`src/rtl/mdu_pkg.sv`:
```
// Shared encodings for the multiply/divide unit: op codes, FSM states and op-class helpers.
package mdu_pkg;

  localparam int unsigned OP_W = 3;

  localparam logic [OP_W-1:0] MDU_MULTU = 3'b000;
  localparam logic [OP_W-1:0] MDU_MULT  = 3'b001;
  localparam logic [OP_W-1:0] MDU_DIVU  = 3'b010;
  localparam logic [OP_W-1:0] MDU_DIV   = 3'b011;
  localparam logic [OP_W-1:0] MDU_MTHI  = 3'b100;
  localparam logic [OP_W-1:0] MDU_MTLO  = 3'b101;

  typedef enum logic [1:0] {
    S_IDLE = 2'd0,
    S_MUL  = 2'd1,
    S_DIV  = 2'd2,
    S_FIX  = 2'd3
  } mdu_state_e;

  function automatic logic op_is_mul(input logic [OP_W-1:0] op);
    return (op[2:1] == 2'b00);
  endfunction

  function automatic logic op_is_div(input logic [OP_W-1:0] op);
    return (op[2:1] == 2'b01);
  endfunction

endpackage

```
`src/rtl/mdu_div_iter.sv`:
```
// Radix-2 restoring divider on operand magnitudes; one quotient bit per step.
module mdu_div_iter
  import mdu_pkg::*;
#(
  parameter int unsigned WIDTH = 32
) (
  input  logic             clk,
  input  logic             rst_n,
  input  logic             load,
  input  logic             step,
  input  logic             is_signed,
  input  logic [WIDTH-1:0] a,
  input  logic [WIDTH-1:0] b,
  output logic [WIDTH-1:0] quot,
  output logic [WIDTH-1:0] rem
);

  logic [WIDTH-1:0] quot_q;
  logic [WIDTH-1:0] rem_q;
  logic [WIDTH-1:0] dvs_q;
  logic [WIDTH-1:0] mag_a;
  logic [WIDTH-1:0] mag_b;
  logic [WIDTH:0]   rem_sh;
  logic [WIDTH:0]   diff;

  // Magnitudes; the most-negative value maps onto itself, which is its correct unsigned magnitude
  always_comb begin
    mag_a = (is_signed && a[WIDTH-1]) ? (~a + WIDTH'(1)) : a;
    mag_b = (is_signed && b[WIDTH-1]) ? (~b + WIDTH'(1)) : b;
  end

  always_comb begin
    rem_sh = {rem_q, quot_q[WIDTH-1]};
    diff   = rem_sh - {1'b0, dvs_q};
  end

  always_ff @(posedge clk or negedge rst_n) begin
    if (!rst_n) begin
      quot_q <= '0;
      rem_q  <= '0;
      dvs_q  <= '0;
    end else if (load) begin
      quot_q <= mag_a;
      rem_q  <= '0;
      dvs_q  <= mag_b;
    end else if (step) begin
      if (!diff[WIDTH]) begin
        rem_q  <= diff[WIDTH-1:0];
        quot_q <= {quot_q[WIDTH-2:0], 1'b1};
      end else begin
        rem_q  <= rem_sh[WIDTH-1:0];
        quot_q <= {quot_q[WIDTH-2:0], 1'b0};
      end
    end
  end

  assign quot = quot_q;
  assign rem  = rem_q;

endmodule

```
`src/rtl/mdu.sv`:
```
// Multi-cycle MULT/MULTU/DIV/DIVU unit with private HI/LO, MTHI/MTLO writes and flush cancel.
module mdu
  import mdu_pkg::*;
#(
  parameter int unsigned WIDTH   = 32,
  parameter int unsigned MUL_LAT = 5
) (
  input  logic             clk,
  input  logic             rst_n,
  input  logic             start,
  input  logic [2:0]       op,
  input  logic [WIDTH-1:0] a,
  input  logic [WIDTH-1:0] b,
  input  logic             cancel,
  output logic             busy,
  output logic             done,
  output logic [WIDTH-1:0] hi,
  output logic [WIDTH-1:0] lo
);

  localparam int unsigned CNT_MAX = (MUL_LAT > WIDTH) ? MUL_LAT : WIDTH;
  localparam int unsigned CNT_W   = $clog2(CNT_MAX + 1);

  mdu_state_e       state, state_d;
  logic [CNT_W-1:0] cnt, cnt_d;
  logic [WIDTH-1:0] a_q, b_q;
  logic             sgn_q;
  logic [WIDTH-1:0] hi_d, lo_d;
  logic             done_d, busy_d;
  logic             accept;
  logic [2*WIDTH-1:0] ext_a, ext_b, prod;
  logic [WIDTH-1:0] quot, rem;
  logic [WIDTH-1:0] quo_fix, rem_fix;
  logic             q_neg, r_neg;

  assign accept = start && (state == S_IDLE) && !cancel;

  // Operands captured at acceptance feed both the multiplier and the sign fix-up
  always_ff @(posedge clk or negedge rst_n) begin
    if (!rst_n) begin
      a_q   <= '0;
      b_q   <= '0;
      sgn_q <= 1'b0;
    end else if (accept) begin
      a_q   <= a;
      b_q   <= b;
      sgn_q <= op[0];
    end
  end

  // Low 2W bits of the product of sign/zero-extended operands give the exact result
  always_comb begin
    ext_a = sgn_q ? {{WIDTH{a_q[WIDTH-1]}}, a_q} : {{WIDTH{1'b0}}, a_q};
    ext_b = sgn_q ? {{WIDTH{b_q[WIDTH-1]}}, b_q} : {{WIDTH{1'b0}}, b_q};
    prod  = ext_a * ext_b;
  end

  mdu_div_iter #(.WIDTH(WIDTH)) u_div (
    .clk       (clk),
    .rst_n     (rst_n),
    .load      (accept && op_is_div(op)),
    .step      (state == S_DIV),
    .is_signed (op[0]),
    .a         (a),
    .b         (b),
    .quot      (quot),
    .rem       (rem)
  );

  // Most-negative / -1 needs no special case: negating the magnitude wraps back to itself
  always_comb begin
    q_neg   = sgn_q && (a_q[WIDTH-1] ^ b_q[WIDTH-1]);
    r_neg   = sgn_q && a_q[WIDTH-1];
    quo_fix = q_neg ? (~quot + WIDTH'(1)) : quot;
    rem_fix = r_neg ? (~rem + WIDTH'(1)) : rem;
    if (b_q == '0) begin
      quo_fix = '1;
      rem_fix = a_q;
    end
  end

  always_ff @(posedge clk or negedge rst_n) begin
    if (!rst_n) state <= S_IDLE;
    else        state <= state_d;
  end

  always_comb begin
    state_d = state;
    if (cancel) begin
      state_d = S_IDLE;
    end else begin
      case (state)
        S_IDLE: begin
          if (accept && op_is_mul(op))      state_d = S_MUL;
          else if (accept && op_is_div(op)) state_d = S_DIV;
        end
        S_MUL:   if (cnt == CNT_W'(MUL_LAT)) state_d = S_IDLE;
        S_DIV:   if (cnt == CNT_W'(WIDTH))   state_d = S_FIX;
        S_FIX:   state_d = S_IDLE;
        default: state_d = S_IDLE;
      endcase
    end
  end

  always_comb begin
    hi_d   = hi;
    lo_d   = lo;
    done_d = 1'b0;
    busy_d = (state_d != S_IDLE);
    cnt_d  = cnt;
    if (cancel) begin
      cnt_d = '0;
    end else begin
      case (state)
        S_IDLE: begin
          if (accept) begin
            if (op == MDU_MTHI) hi_d = a;
            if (op == MDU_MTLO) lo_d = a;
            if (op_is_mul(op) || op_is_div(op)) cnt_d = CNT_W'(1);
          end
        end
        S_MUL: begin
          if (cnt == CNT_W'(MUL_LAT)) begin
            {hi_d, lo_d} = prod;
            done_d       = 1'b1;
            cnt_d        = '0;
          end else begin
            cnt_d = cnt + CNT_W'(1);
          end
        end
        S_DIV: begin
          if (cnt == CNT_W'(WIDTH)) cnt_d = '0;
          else                      cnt_d = cnt + CNT_W'(1);
        end
        S_FIX: begin
          hi_d   = rem_fix;
          lo_d   = quo_fix;
          done_d = 1'b1;
        end
        default: cnt_d = '0;
      endcase
    end
  end

  always_ff @(posedge clk or negedge rst_n) begin
    if (!rst_n) begin
      cnt  <= '0;
      hi   <= '0;
      lo   <= '0;
      done <= 1'b0;
      busy <= 1'b0;
    end else begin
      cnt  <= cnt_d;
      hi   <= hi_d;
      lo   <= lo_d;
      done <= done_d;
      busy <= busy_d;
    end
  end

endmodule

```
`config.mk`:
```
export PLATFORM = sky130hd
export DESIGN_NAME = mdu
export DESIGN_NICKNAME = d
export VERILOG_FILES = /design/src/rtl/mdu_pkg.sv /design/src/rtl/mdu_div_iter.sv /design/src/rtl/mdu.sv
export SDC_FILE = /design/constraint.sdc
export NUM_CORES = 2
export LEC_CHECK = 0
export CAP_MARGIN = 15
export CORE_MARGIN = 10
export CORE_UTILIZATION = 40
export CTS_BUF_LIST = sky130_fd_sc_hd__clkbuf_8
export DETAILED_ROUTE_END_ITERATION = 10
export PLACE_DENSITY = 0.61
export SYNTH_ARGS = -nofsm -noshare
export SYNTH_HDL_FRONTEND = slang
export SYNTH_SLANG_ARGS = --single-unit
```
`constraint.sdc`:
```
create_clock -name clk -period 19.8 [get_ports clk]
set_clock_uncertainty 0.05 [all_clocks]
set_input_delay 1.98 -clock clk [delete_from_list [all_inputs] [get_ports clk]]
set_output_delay 1.98 -clock clk [all_outputs]
set_load 0.005 [all_outputs]
```
==> summary.md <==
| Metric | Value |
|---|---|
| IO buf count | between 100 and 150 |
| Worst setup EP type | flop |
| Fin worst setup slack | 9460 ps |
| Final HPWL from detailed placement | 161 mm |
| Worst R2R Path Depth | 28 |
| DP Area | roughly 0.066 mm^2 |
| Avg Vias per Cell | around 5.3 |
| Mapped Cells | slightly below 7000 |
| Total Routing Usage GR | a little under a quarter |
| Final setup vio count | 0 |
| CP peak stage delay | approximately 880 ps |
| Routed WL | between 200 and 250 mm |
| Yosys cell types | 88 |
| CP startpoint | sgn_q$_DFFE_PN0P_ |
| Antenna violations before repair | 10 |
| Post-Place Worst Slack | roughly 9600 ps |
| Post-route design area | about 0.067 mm^2 |
| Worst skew pair latency | about 600 ps |
| Clock buffer depth | 3 |
| Largest net degree at the start of global routing | 111 |
| Minimum clock period | just over 10000 ps |
| Mapped Nets | between 8000 and 9000 |
| Slowest CP cell | fa_1 |
| RSZ-0062 raised after global routing | false |
| Max-slew violations | 0 |
| Crit path to | hi[31]$_DFFE_PN0P_ |
| Crit Reg-Reg Endpoint | hi[31]$_DFFE_PN0P_ |
| Die Ht | 417 um |
| Vias post-DR | 46600 |
| Worst-margin pin slew | roughly 1200 ps |
| H-tree levels | 2 |
| DR WL/cell | between 20 and 25 um |
| R2R Setup Slk | between 9000 and 10000 ps |
| Hold crit path type | flop to flop |
| Congestion Overflow GR | 0 |
| Mapped Avg Cell Area | 9.18 um^2 |
| CTS tree | yes |
| Synth Register Bits | roughly 240 |
| Hold Violations, Final | 0 |
| First-pass GRT wire length | around 310 mm |
| Drt first pass iters | 7 |
| EDFF count, synth | 0 |
| DRC | 0 |
| Synth warn | 0 |
| Die area | between 0.15 and 0.2 mm^2 |
| Clock transition at the registers of the reported paths | roughly 60 ps |
| Setup_tns | 0 ps |
| Number of global-route vias before repair | about 50000 |
| Share of layout cells above drive strength 1 | under 10% |
| Post-CTS Hold Fix Bufs | 0 |
| Ys flop type | dfrtp_1 |
| Crit path DAT | ~11000 ps |
| Routability cong. | around 0.94 |
| Core Area | around 0.16 mm^2 |
| Initial drt markers | approximately 3300 |
| Most frequent CP cell | fa_1 |
| Crit path max fanout | 24 |
| Die W | ~420 um |
| Num CTS Buffers | 40 |
| Final Core Density | 42.9% |
| Max-Cap Viols | 0 |
| Area grow syn2layout | 6.51% |
| Sequential fraction of the synthesis area | a little under a tenth |
| Detail Route Antenna Nets | 0 |
| Mapped cell area | about 0.063 mm^2 |
| Root Buffer | clkbuf_8 |
| Worst slew margin | between 10% and 20% |
| Filler cells | ~16000 |
| Achievable frequency | slightly below 0.1 GHz |
| FF-to-FF Start | sgn_q$_DFFE_PN0P_ |
| Initial core utilization | just over 40% |
| Setup repair bufs after CTS | 0 |
| Clock Sinks | 235 |
| Crit Path Category | flop to flop |
| Req. time, crit path | between 20000 and 25000 ps |
| Post-CTS sizing | 0 |
| Part of the cycle the worst path needs | 52.2% |
| Io pins | about 140 |
| Critical Path Source Type | flop |
| Async S/R FF share, synth | 100% |
| # rows | roughly 150 |
| Status | completed |
| Final #Nets | approximately 8600 |
logic make-up (layout without fill, tap and decap cells):
group | after synthesis | in the layout | synth area share, %
and+or+nand+nor | 1754 | 1754 | 13.7
buffers and inverters | 1955 | 1885 | 11.7
AOI/OAI and AO/OA | 774 | 774 | 7.48
xor gates and xnor gates | 254 | 254 | 3.53
other | 0 | 1 | 0
muxes | 122 | 122 | 2.06
DFF | 235 | 235 | 9.33
adders and majority gates | 1774 | 1774 | 52.1
Yosys cell counts, types with 10 or more instances:
library cell,number,area share (%)
inv_1,1586,9.4
fa_1,1420,45
nand2_1,744,4.4
and2_1,582,5.8
ha_1,353,7.0
clkbuf_1,339,2.0
o21ai_0,254,2.0
dfrtp_1,235,9.3
a21oi_1,222,1.8
nor2_1,209,1.2
xnor2_1,166,2.3
xor2_1,88,1.2
mux2_2,62,1.1
mux2i_1,60,0.95
a21o_1,42,0.50
a31oi_1,36,0.36
nand3_1,33,0.26
a221oi_1,30,0.42
and3_1,27,0.27
nor4_1,27,0.27
nand4_1,24,0.24
nor3_1,22,0.17
nand2b_1,20,0.20
a211oi_1,17,0.20
o21a_1,17,0.20
o21bai_1,17,0.20
o31ai_1,16,0.19
buf_1,15,0.089
or3_1,15,0.15
nor2b_1,13,0.13
a22oi_1,12,0.14
o211ai_1,10,0.12
o41ai_1,10,0.14
registers in the layout (all words and copies together) (netlist names), 2 cells and up:
signal	cells
a_q	32
b_q	32
cnt	6
hi	32
lo	32
state	2
u_div.dvs_q	32
u_div.quot	32
u_div.rem	32
critical path: cells and delay by family (launching register included):
kind            cells  cell delay, ps
compound gates      4             990
fa+ha+maj          11            6030
buf+inv             6            1040
flops               1             340
mux                 1             120
simple gates        6            1620
per-stage QoR:
| step | hold WS, ps | cells |
|---|---|---|
| detailed placement | 424 | 8785 |
| global placement | 418 | 8785 |
| CTS | 438 | 8856 |
| finish | 429 | 8857 |
| floorplan | 400 | 6868 |
| global route | 461 | 8857 |
cell usage in the layout, fill, tap and decap left out, types with 30 or more instances in the layout:
master	n
a21o_1	42
a21oi_1	222
a221oi_1	30
a31oi_1	36
and2_1	581
buf_4	90
clkbuf_8	46
clkdlybuf4s50_1	135
dfrtp_1	229
fa_1	1420
ha_1	350
inv_1	1601
mux2_2	62
mux2i_1	60
nand2_1	743
nand3_1	33
nor2_1	207
o21ai_0	254
xnor2_1	166
xor2_1	88
routing by layer:
metal  up-vias  global-route usage (%)  part of all wire, %
li1      20400                       -                    -
met1     24400                    31.6                   42
met2      1553                    38.4                   47
met3       307                    3.33                  6.8
met4         4                    7.74                  3.9
met5         -                       0                0.013
worst min-delay path by stage:
| stage | start | slack [ps] | to | cells after the start |
|---|---|---|---|---|
| floorplan | u_div.dvs_q[10]$_DFFE_PN0P_ | 400 | u_div.dvs_q[10]$_DFFE_PN0P_ | 2 |
| global placement | u_div.dvs_q[27]$_DFFE_PN0P_ | 420 | u_div.dvs_q[27]$_DFFE_PN0P_ | 2 |
| detailed placement | u_div.dvs_q[25]$_DFFE_PN0P_ | 420 | u_div.dvs_q[25]$_DFFE_PN0P_ | 2 |
| CTS | u_div.dvs_q[25]$_DFFE_PN0P_ | 440 | u_div.dvs_q[25]$_DFFE_PN0P_ | 2 |
| global route | hi[4]$_DFFE_PN0P_ | 460 | hi[4]$_DFFE_PN0P_ | 2 |
| finish | u_div.dvs_q[21]$_DFFE_PN0P_ | 430 | u_div.dvs_q[21]$_DFFE_PN0P_ | 2 |
area by class of cell:
| type | instances | area, um^2 | area share, % |
|---|---|---|---|
| Multi-Input combinational cell | 4678 | 49800 | 74.2 |
| Clock inverter | 25 | 236 | 0.352 |
| Timing Repair Buffer | 226 | 2040 | 3.04 |
| Tap cell | 2058 | 2570 | 3.84 |
| Sequential cell | 235 | 5890 | 8.77 |
| Clock buffer | 46 | 633 | 0.943 |
| Inverter | 1588 | 5960 | 8.88 |
| Antenna cell | 1 | 2.50 | 0.00373 |
Power is not shown: default switching activity piles up to over one toggle a cycle in this logic, so the estimate is an artifact.
